## src/rtl/vend_pkg.sv

```systemverilog
// Shared constants and types for the coin change dispenser.
// Denomination index order is 4..0 = 100, 25, 10, 5, 1 cents.
package vend_pkg;

    localparam int NUM_DENOM = 5;

    localparam int IDX_100 = 4;
    localparam int IDX_25  = 3;
    localparam int IDX_10  = 2;
    localparam int IDX_5   = 1;
    localparam int IDX_1   = 0;

    localparam logic [15:0] DENOM_100 = 16'd100;
    localparam logic [15:0] DENOM_25  = 16'd25;
    localparam logic [15:0] DENOM_10  = 16'd10;
    localparam logic [15:0] DENOM_5   = 16'd5;
    localparam logic [15:0] DENOM_1   = 16'd1;

    typedef enum logic [2:0] {
        ST_IDLE,
        ST_SELECT,
        ST_EJECT,
        ST_WAIT_ACK,
        ST_DONE,
        ST_FAULT
    } state_t;

    function automatic logic [15:0] denom_val(input int idx);
        case (idx)
            IDX_100: denom_val = DENOM_100;
            IDX_25:  denom_val = DENOM_25;
            IDX_10:  denom_val = DENOM_10;
            IDX_5:   denom_val = DENOM_5;
            default: denom_val = DENOM_1;
        endcase
    endfunction

endpackage

```

## src/rtl/vend_denom_select.sv

```systemverilog
// Combinational greedy picker: largest stocked, unjammed coin
// that still fits the remainder.
module vend_denom_select
    import vend_pkg::*;
(
    input  logic [15:0]          remain,
    input  logic [NUM_DENOM-1:0] empty,
    input  logic [NUM_DENOM-1:0] jam,
    output logic [NUM_DENOM-1:0] onehot,
    output logic [15:0]          value,
    output logic                 found
);

    logic [NUM_DENOM-1:0] usable;

    always_comb begin
        usable = '0;
        for (int i = 0; i < NUM_DENOM; i++) begin
            usable[i] = !empty[i] && !jam[i] && (denom_val(i) <= remain);
        end
    end

    always_comb begin
        onehot = '0;
        value  = '0;
        found  = 1'b0;
        for (int i = NUM_DENOM - 1; i >= 0; i--) begin
            if (!found && usable[i]) begin
                onehot[i] = 1'b1;
                value     = denom_val(i);
                found     = 1'b1;
            end
        end
    end

endmodule

```

## src/rtl/vend_change_dispenser.sv

```systemverilog
// Change payout sequencer: one coin per eject/ack round trip,
// skipping empty or jammed hoppers, ending in DONE or FAULT.
module vend_change_dispenser
    import vend_pkg::*;
#(
    parameter int PULSE_CYCLES = 4,
    parameter int ACK_TIMEOUT  = 255
)
(
    input  logic                 I_CLK,
    input  logic                 I_RESET,
    input  logic                 I_REQ_VALID,
    input  logic [15:0]          I_REQ_AMOUNT,
    output logic                 O_REQ_READY,
    input  logic [NUM_DENOM-1:0] I_HOPPER_EMPTY,
    output logic [NUM_DENOM-1:0] O_EJECT,
    input  logic                 I_EJECT_ACK,
    output logic                 O_BUSY,
    output logic                 O_DONE,
    output logic                 O_FAULT,
    output logic [15:0]          O_REMAIN,
    output logic [7:0]           O_COINS
);

    localparam logic [15:0] PULSE_LAST   = 16'(PULSE_CYCLES - 1);
    localparam logic [15:0] TIMEOUT_LAST = 16'(ACK_TIMEOUT - 1);

    state_t               state;
    logic [15:0]          remain;
    logic [15:0]          pulse_cnt;
    logic [15:0]          wait_cnt;
    logic [15:0]          sel_value;
    logic [NUM_DENOM-1:0] sel_onehot;
    logic [NUM_DENOM-1:0] jam;
    logic [7:0]           coins;

    logic [NUM_DENOM-1:0] pick_onehot;
    logic [15:0]          pick_value;
    logic                 pick_found;

    vend_denom_select u_select (
        .remain (remain),
        .empty  (I_HOPPER_EMPTY),
        .jam    (jam),
        .onehot (pick_onehot),
        .value  (pick_value),
        .found  (pick_found)
    );

    assign O_REMAIN = remain;
    assign O_COINS  = coins;

    always_ff @(posedge I_CLK) begin
        if (I_RESET) begin
            state       <= ST_IDLE;
            remain      <= '0;
            pulse_cnt   <= '0;
            wait_cnt    <= '0;
            sel_value   <= '0;
            sel_onehot  <= '0;
            jam         <= '0;
            coins       <= '0;
            O_REQ_READY <= 1'b1;
            O_BUSY      <= 1'b0;
            O_EJECT     <= '0;
            O_DONE      <= 1'b0;
            O_FAULT     <= 1'b0;
        end else begin
            O_DONE  <= 1'b0;
            O_FAULT <= 1'b0;
            unique case (state)
                ST_IDLE: begin
                    if (I_REQ_VALID && O_REQ_READY) begin
                        remain      <= I_REQ_AMOUNT;
                        coins       <= '0;
                        jam         <= '0;
                        O_REQ_READY <= 1'b0;
                        O_BUSY      <= 1'b1;
                        state       <= ST_SELECT;
                    end
                end
                ST_SELECT: begin
                    if (remain == '0) begin
                        O_DONE <= 1'b1;
                        state  <= ST_DONE;
                    end else if (pick_found) begin
                        sel_onehot <= pick_onehot;
                        sel_value  <= pick_value;
                        O_EJECT    <= pick_onehot;
                        pulse_cnt  <= '0;
                        state      <= ST_EJECT;
                    end else begin
                        O_FAULT <= 1'b1;
                        state   <= ST_FAULT;
                    end
                end
                ST_EJECT: begin
                    if (pulse_cnt == PULSE_LAST) begin
                        O_EJECT  <= '0;
                        wait_cnt <= '0;
                        state    <= ST_WAIT_ACK;
                    end else begin
                        pulse_cnt <= pulse_cnt + 16'd1;
                    end
                end
                ST_WAIT_ACK: begin
                    // ack takes priority over a timeout in the same cycle
                    if (I_EJECT_ACK) begin
                        remain <= remain - sel_value;
                        if (coins != 8'hFF) begin
                            coins <= coins + 8'd1;
                        end
                        state <= ST_SELECT;
                    end else if (wait_cnt == TIMEOUT_LAST) begin
                        jam   <= jam | sel_onehot;
                        state <= ST_SELECT;
                    end else begin
                        wait_cnt <= wait_cnt + 16'd1;
                    end
                end
                ST_DONE, ST_FAULT: begin
                    O_REQ_READY <= 1'b1;
                    O_BUSY      <= 1'b0;
                    state       <= ST_IDLE;
                end
                default: begin
                    state <= ST_IDLE;
                end
            endcase
        end
    end

endmodule

```

## config.mk

```make
export PLATFORM = sky130hd
export DESIGN_NAME = vend_change_dispenser
export DESIGN_NICKNAME = d
export VERILOG_FILES = /design/src/rtl/vend_pkg.sv /design/src/rtl/vend_denom_select.sv /design/src/rtl/vend_change_dispenser.sv
export SDC_FILE = /design/constraint.sdc
export NUM_CORES = 1
export LEC_CHECK = 0
export ABC_AREA = 1
export BUFFER_PORTS_ARGS = -buffer_cell sky130_fd_sc_hd__buf_2
export CORE_UTILIZATION = 58
export CTS_BUF_LIST = sky130_fd_sc_hd__clkbuf_2
export CTS_CLUSTER_DIAMETER = 60
export CTS_CLUSTER_SIZE = 30
export DETAILED_ROUTE_END_ITERATION = 16
export PLACE_DENSITY_LB_ADDON = 0.15
export REMOVE_ABC_BUFFERS = 1
export SETUP_SLACK_MARGIN = 0.3
export SYNTH_ARGS = -nofsm -noshare
export SYNTH_HDL_FRONTEND = slang
export SYNTH_SLANG_ARGS = --single-unit
```

## constraint.sdc

```tcl
create_clock -name I_CLK -period 4.4 [get_ports I_CLK]
set_input_delay 0 -clock I_CLK [delete_from_list [all_inputs] [get_ports I_CLK]]
set_output_delay 0 -clock I_CLK [all_outputs]
set_load 0.01 [all_outputs]
```

## Word level (Yosys, flattened, before mapping)

Cells that the tools add are included.

| word-level totals | value |
|---|---|
| flip-flop bits (word level) | 94 |
| input port bits | 25 |

| cells by class | value |
|---|---|
| add/sub/neg operators | 4 |
| order comparisons | 5 |
| equal/unequal tests | 19 |
| multiplexer cells | 50 |
| bitwise operators | 3 |
| reductions and logical operators | 47 |

Operators by type and width:

| kind | count |
|---|---|
| $mux W16 | 8 |
| $pmux W16 S2 | 3 |
| $mux W7 | 5 |
| $add A16 B1 Y16 const B | 2 |
| $mux W5 | 6 |
| $mux W8 | 3 |
| $ne A2 B2 Y1 const B | 10 |
| $pmux W5 S2 | 2 |
| $reduce_and A4 Y1 | 5 |
| $mux W3 | 6 |
| $eq A16 B2 Y1 const B | 1 |
| $eq A16 B8 Y1 const B | 1 |
| $le A1 B16 Y1 const A | 1 |
| $le A3 B16 Y1 const A | 1 |
| $le A4 B16 Y1 const A | 1 |
| $le A5 B16 Y1 const A | 1 |
| $le A7 B16 Y1 const A | 1 |
| $logic_not A16 Y1 | 1 |
| $pmux W8 S2 | 1 |
| $sub A16 B16 Y16 | 1 |
| $logic_and A1 B1 Y1 | 15 |
| $logic_not A1 Y1 | 14 |
| $mux W1 | 13 |
| $pmux W3 S4 | 1 |
| other kinds (15) | 25 |

## Depth between registers and ports, before layout

Gate-level depths: netlist (run 1).

| depth | value |
|---|---|
| word-level depth | 19 |
| mapped depth | 15 |
| gate-level depth less buffers | 14 |

## Hierarchy

From an unflattened synthesis (run 1), not the netlist that was laid out.

| second synthesis, totals | value |
|---|---|
| cell total of the unflattened synthesis | 926 |
| area total of the unflattened synthesis | 5850.6 sq um |

By module, submodules not included:

| module | times used | cells an instance | area an instance (sq um) |
|---|---|---|---|
| vend_change_dispenser | 1 | 830 | 5363.9 |
| vend_denom_select | 1 | 96 | 486.7 |

## Worst setup path before layout (run 1)

Ideal clock, no wire load.

| path | value |
|---|---|
| path kind | reg-to-reg |
| start | reg remain[2] (netlist: O_REMAIN[2]) |
| end | reg remain[13] (netlist: O_REMAIN[13]) |
| setup time | 0.119 ns |
| data arrival time | 1.898 ns |
| required time | 4.281 ns |
| setup slack | 2.383 ns |
| cell stages (with the launch flop) | 12 |
| path buffers | 0 |
| period minus slack after synthesis | 2.017 ns |
| cell sequence | dfxtp_1 ha_1 a21oi_1 o21ai_0 nor2_1 nor2_1 nor2_1 nand2_1 nor2_1 nand2_1 nand3_1 a21oi_1 |

| on the way | value |
|---|---|
| cells in the longest elaborated chain, start to end | 3 |

Ends and longest elaborated chain:

| element | line | RTL |
|---|---|---|
| start, declared | vend_change_dispenser.sv:29 | `logic [15:0] remain;` |
| start signal, assigned | vend_change_dispenser.sv:109 | `remain <= remain - sel_value;` |
| $sub A16 B16 Y16 | vend_change_dispenser.sv:109 |  |
| $mux W16 | vend_change_dispenser.sv:108 | `if (I_EJECT_ACK) begin` |
| $pmux W16 S2 | vend_change_dispenser.sv:71 | `unique case (state)` |

No other way between the ends. The select of a mux whose other input is x is not followed.
A chain may end at the register's enable or synchronous reset.

## Final worst setup path (run 1)

| path | value |
|---|---|
| start | reg state[1] |
| end | reg wait_cnt[13] |

| on the way | value |
|---|---|
| cells in the longest elaborated chain, start to end | 3 |

Ends and longest elaborated chain:

| element | line | RTL |
|---|---|---|
| start, declared | vend_change_dispenser.sv:28 | `state_t state;` |
| start signal, assigned | vend_change_dispenser.sv:55 | `state <= ST_IDLE;` |
| start signal, assigned | vend_change_dispenser.sv:79 | `state <= ST_SELECT;` |
| start signal, assigned | vend_change_dispenser.sv:85 | `state <= ST_DONE;` |
| $eq A3 B2 Y1 | vend_change_dispenser.sv:71 |  |
| $ne A2 B2 Y1 (no source line) / $reduce_bool A2 Y1 (equally long branches) | n/a |  |
| $reduce_and A4 Y1 (no source line) | n/a |  |
| end signal, assigned | vend_change_dispenser.sv:118 | `wait_cnt <= wait_cnt + 16'd1;` |
| end, declared | vend_change_dispenser.sv:31 | `logic [15:0] wait_cnt;` |

Parallel ways exist; a longest one is shown, timed or not.

==> metrics, run 1 <==
post-synthesis async set-or-reset flop share 0%; Synth Cell Area 4900 um^2; CP arrival 3.08 ns; Hold Fails Final Rpt 0; CP startpoint state[1]$_SDFFE_PP0P_; initial antenna violation count 0; DRC viols 0; Critical Path Max Stage Delay 0.77 ns; Reg clk slew, reported paths 0.27 ns; CTS buffer count 9; Layout area overhead 14.2%; Final Setup Violations 0; CTS resizes 0; ANT nets after route 0; core area 8220 um^2; dpl ws 1.85 ns; first-pass GRT wire length 20.7 mm; CP Capture Type flip-flop; fin crit share 59.0%; port bufs 57; FMAX 0.385 GHz; I/O Pins 58; via count 5,117; vias in the first global route 4,572; Die Span X 93.9 um; die height 93.9 um; ys flop type dfxtp_1; hold path start I_RESET; Crit Path Class reg2reg; RSZ-0062 raised after global routing false; commonest cells after routing, fill and taps aside nand2_1 (198), nor2_1 (99), dfxtp_1 (82); global placer's final weighted congestion 0.926; Clock Skew 0.0527 ns; CTS root buf clkbuf_2; most common cell after layout, fill and taps aside nand2_1; footprint of the multi-input gates 2850 um^2; dpl hpwl 8.73 mm; Worst Max-Slew Pin Slew 1.02 ns; syn avg cell area 6.49 um^2; Filler cells 728; crit-path leading delay family simple AND/OR/NAND/NOR gates; Iter 0 DRT Violations 297; synthesized flop and latch total 82; Yosys warning count 0; WL final 12.4 mm; status complete, no violations; Final min period 2.60 ns; most frequent CP cell inv_2; CP required 4.88 ns; highest-delay cell along the critical path nor3_2; FF/Latch Area 1640 um^2; fin cells 941; sequential share of the synthesized area 33.5%; Core Rows 33; reg-to-reg startpoint state[1]$_SDFFE_PP0P_; Initial Util 59.7%; pin count of the biggest net entering global routing 58; Slew HR 31.7%; Critical Path Fanout Max 18; Post-Synthesis Cells 756; Clock Path Buffers 2; WP buf/inv 3; Startpoint Class flip-flop; Final WS setup 1.80 ns; n_diodes 0; Net count, final 868; CTS tree built; die area 8830 um^2; average wire per standard cell 13.2 um; Critical Path, Cell by Cell inv_1, nor3_2, inv_2, nand2_1, nand3_2, inv_2, nand3_1, a21oi_1; Worst Hold Class in2reg; gr usage total 29.3%; vias per inst 5.44; placed cell count 901; layout cells sized above 1 12.8%; post-layout power 0.00304 W; Slew Limit Fails 0; maxcap violations 0; number of synthesized flops with an enable pin 0; Max VDD drop 218 uV; # H-tree levels 3; GRT overflow 0; drt pass-1 iters 6; Clock Latency Late Sink 0.56 ns; Leak Pwr 2.38 nW; final core occ 68.1%; TritonCTS Sinks 82; Netlist cell types 45; PD cells 542 nW/um^2; Sum Neg Setup Slack 0 ns
==> Yosys cell counts, types with 2 or more instances <==
| library cell | n | area share (%) |
|---|---|---|
| or2_2 | 5 | 0.64 |
| nor2_4 | 3 | 0.69 |
| a211oi_1 | 2 | 0.31 |
| ha_1 | 11 | 2.8 |
| nor2_1 | 99 | 7.6 |
| nand2_2 | 6 | 0.77 |
| o211ai_1 | 4 | 0.61 |
| nor3_1 | 11 | 1.1 |
| buf_2 | 2 | 0.20 |
| xnor2_1 | 5 | 0.89 |
| xor2_1 | 15 | 2.7 |
| dfxtp_1 | 82 | 33 |
| nand4_1 | 16 | 2.0 |
| nand3b_1 | 5 | 0.77 |
| buf_1 | 2 | 0.15 |
| clkbuf_1 | 13 | 1.0 |
| o21ai_0 | 26 | 2.7 |
| inv_2 | 5 | 0.38 |
| nand2_1 | 198 | 15 |
| a21oi_2 | 2 | 0.36 |
| a21oi_1 | 73 | 7.5 |
| inv_1 | 79 | 6.0 |
| nand3_4 | 2 | 0.71 |
| nand3_1 | 58 | 5.9 |
| a221oi_1 | 2 | 0.36 |
| nor2_2 | 3 | 0.38 |
| nor4_1 | 9 | 1.1 |
==> layout make-up <==
cell class	instances	area share, %
Tap cell	105	2.35
Multi-Input combinational cell	569	50.8
Timing Repair Buffer	83	9.65
Sequential cell	82	29.3
Clock buffer	10	0.894
Inverter	86	5.79
Clock inverter	6	1.18
==> flip-flops by register name, summed over array words and instances, names as in the netlist <==
name and flops:
O_DONE 1, pulse_cnt 16, O_BUSY 1, O_REMAIN 16
wait_cnt 16, O_REQ_READY 1, O_FAULT 1, O_EJECT 5
O_COINS 8, sel_onehot 5, state 3, jam 5
sel_value 4
==> through the flow <==
step	hold slack [ns]	instance area, um^2
2_1_floorplan	0.0624	4810
3_3_place_gp	0.275	5240
3_5_place_dp	0.279	5240
4_1_cts	0.0151	5600
5_1_grt	0.0210	5600
6_report	0.0337	5600
==> worst min-delay path, delay by kind of cell <==
family	cells	cell delay (ns)
AOI/OAI and AO/OA	1	0.18
buffers and inverters	2	0.39
==> kinds of logic (layout without fill, tap and decap cells) <==
family          count (synthesis)  after routing  share of synthesized area (%)
simple gates                  420            420                           38.2
compound gates                117            117                           13.0
buf+inv                       105            185                           8.50
flops                          82             82                           33.5
xor+xnor                       20             20                           3.57
fa+ha+maj                      12             12                           3.22
==> what timing repair did <==
item / 4_1_cts / 5_1_grt
buffers inserted: 0 / 0
hold buffers: 24 / 0
hold endpoints to repair: 29 / 0
==> per-layer routing <==
| layer | vias up | global-route usage (%) | part of all wire, % |
|---|---|---|---|
| li1 | 2603 | - | - |
| met1 | 2338 | 37.3 | 45 |
| met2 | 155 | 50.2 | 48 |
| met3 | 21 | 5.66 | 5.0 |
| met4 | 0 | 8.46 | 1.9 |
| met5 | - | 0 | 0 |
==> final timing paths <==
path,to,slack (ns),cells after the start
max,wait_cnt[13]$_SDFFE_PP0P_,1.80,8
max reg2reg,wait_cnt[13]$_SDFFE_PP0P_,1.80,8
min reg2reg,jam[1]$_SDFFE_PP0P_,0.47,2
min,O_EJECT[4]$_SDFFE_PP0P_,0.03,3
==> power by group <==
part           leakage (nW)  internal, W  switching [W]
Sequential            0.666     0.000856       0.000138
Combinational          1.64     0.000545        0.00109
Clock                0.0662     0.000134       0.000273
Total                  2.38      0.00154        0.00150
(Power assumes the default switching activity.)
==> run 2: changes to the inputs <==
==> constraint.sdc (replaced) <==
create_clock -name I_CLK -period 2.6 [get_ports I_CLK]
set_input_delay 0 -clock I_CLK [delete_from_list [all_inputs] [get_ports I_CLK]]
set_output_delay 0 -clock I_CLK [all_outputs]
set_load 0.01 [all_outputs]
==> metrics, run 2 (synthesis results as in run 1) <==
n_diodes 0; Clock Skew 0.0420 ns; Critical Path Fanout Max 8; initial antenna violation count 0; CTS tree built; Core Rows 33; most common cell after layout, fill and taps aside nand2_1; CTS root buf clkbuf_2; CP Capture Type flip-flop; TritonCTS Sinks 82; gr usage total 28.4%; vias in the first global route 4,526; ANT nets after route 0; Startpoint Class flip-flop; RSZ-0062 raised after global routing false; Worst Max-Slew Pin Slew 0.625 ns; Critical Path, Cell by Cell ha_1, a21oi_1, o21ai_0, nor2_1, nor2_1, nor2_4, buf_4, xor2_1, nand2_1, nand3_1, nand3_1, inv_1; # H-tree levels 3; Layout area overhead 15.8%; Crit Path Class reg2reg; met1 Use GR 36.0%; dpl hpwl 8.71 mm; GRT Max-Usage Layer met2; via count 5,160; placed cell count 905; Slew HR 58.3%; fin cells 949; Initial Util 59.7%; Slew Limit Fails 0; I/O Pins 58; Iter 0 DRT Violations 363; WHS 0.0493 ns; DRC viols 0; core area 8220 um^2; crit-path leading delay family simple AND/OR/NAND/NOR gates; vias per inst 5.44; Max VDD drop 440 uV; pin count of the biggest net entering global routing 57; Worst Hold Class in2reg; PD cells 950 nW/um^2; CTS buffer count 9; first-pass GRT wire length 20.1 mm; Die Span X 93.9 um; CP required 3.12 ns; commonest cells after routing, fill and taps aside nand2_1 (198), nor2_1 (97), dfxtp_1 (79); FMAX 0.467 GHz; average wire per standard cell 13.1 um; Final min period 2.14 ns; met3 GRT Util 3.56%; GRT overflow 0; status complete, no violations; maxcap violations 0; die height 93.9 um; Reg clk slew, reported paths 0.25 ns; Clock Latency Late Sink 0.57 ns; met2 usage 48.2%; highest-delay cell along the critical path dfxtp_2; Leak Pwr 2.42 nW; CP arrival 2.67 ns; Hold Fails Final Rpt 0; Clock Path Buffers 2; global placer's final weighted congestion 0.982; r2r worst-path depth 12; drt pass-1 iters 7; WP buf/inv 2; fin crit share 82.4%; die area 8830 um^2; Sum Neg Setup Slack 0 ns; Worst path depth 12; hold path cells 5; port bufs 57; dpl ws 0.273 ns; Critical Path Max Stage Delay 0.41 ns; WL final 12.4 mm; Final WS setup 0.458 ns; layout cells sized above 1 14.6%; Final Setup Violations 0; Net count, final 876
==> run 2: changes by cell type in the layout (fill, tap and decap cells not counted), sizes merged <==
cell / change
buf: +9
clkinv: +1
clkbuf: -1
dlygate4sd3: -2
inv: +1
==> run 2: final timing paths <==
check | startpoint | endpoint | slack [ns]
min | I_HOPPER_EMPTY[4] | sel_onehot[2]$_SDFFE_PP0P_ | 0.05
min reg2reg | jam[1]$_SDFFE_PP0P_ | jam[1]$_SDFFE_PP0P_ | 0.47
max reg2reg | O_REMAIN[2]$_SDFFE_PP0P_ | O_REMAIN[7]$_SDFFE_PP0P_ | 0.46
max | O_REMAIN[2]$_SDFFE_PP0P_ | O_REMAIN[7]$_SDFFE_PP0P_ | 0.46
==> run 2: what timing repair did <==
action                     in CTS  in global routing
setup endpoints to repair       2                 18
cloned                          0                  1
buffers inserted                0                  5
pin swaps                       0                  2
hold buffers                   22                  0
hold endpoints to repair       34                  0
resized for setup               1                  8
==> run 2: cell type report <==
class	count	area (um^2)
Sequential cell	82	1650
Multi-Input combinational cell	569	2860
Clock inverter	7	76.3
Tap cell	105	131
Timing Repair Buffer	90	588
Fill cell	745	2540
Clock buffer	9	45.0
Inverter	86	328
Timing Repair inverter	1	7.51
==> run 2: per-stage QoR <==
| step | total power [W] | area, um^2 | utilization, % |
|---|---|---|---|
| 6_report | 0.00539 | 5680 | 69.1 |
| 5_1_grt | 0.00582 | 5680 | 69.1 |
| 4_1_cts | 0.00515 | 5620 | 68.4 |
| 3_5_place_dp | 0.00440 | 5270 | 64.2 |
| 3_3_place_gp | 0.00431 | 5270 | 64.2 |
| 2_1_floorplan | 0.00366 | 4810 | - |
==> run 2: report_power, final <==
part	internal, W	switching (W)
registers	0.00145	0.000240
logic	0.00108	0.00190
clock network	0.000234	0.000486
total	0.00276	0.00263
==> run 2: metal layers <==
layer  routed length, um  part of all wire, %
met1                5510                   44
met2                5900                   48
met4                 307                  2.5
met5                   0                    0
met3                 701                  5.6
==> run 2: worst register-to-register path, stage by stage, from the launching register on <==
cell and delay, ns:
dfxtp_2 0.41, ha_1 0.39, a21oi_1 0.22, o21ai_0 0.10, nor2_1 0.18, nor2_1 0.10
nor2_4 0.18, buf_4 0.14, xor2_1 0.13, nand2_1 0.06, nand3_1 0.07, nand3_1 0.08
inv_1 0.06
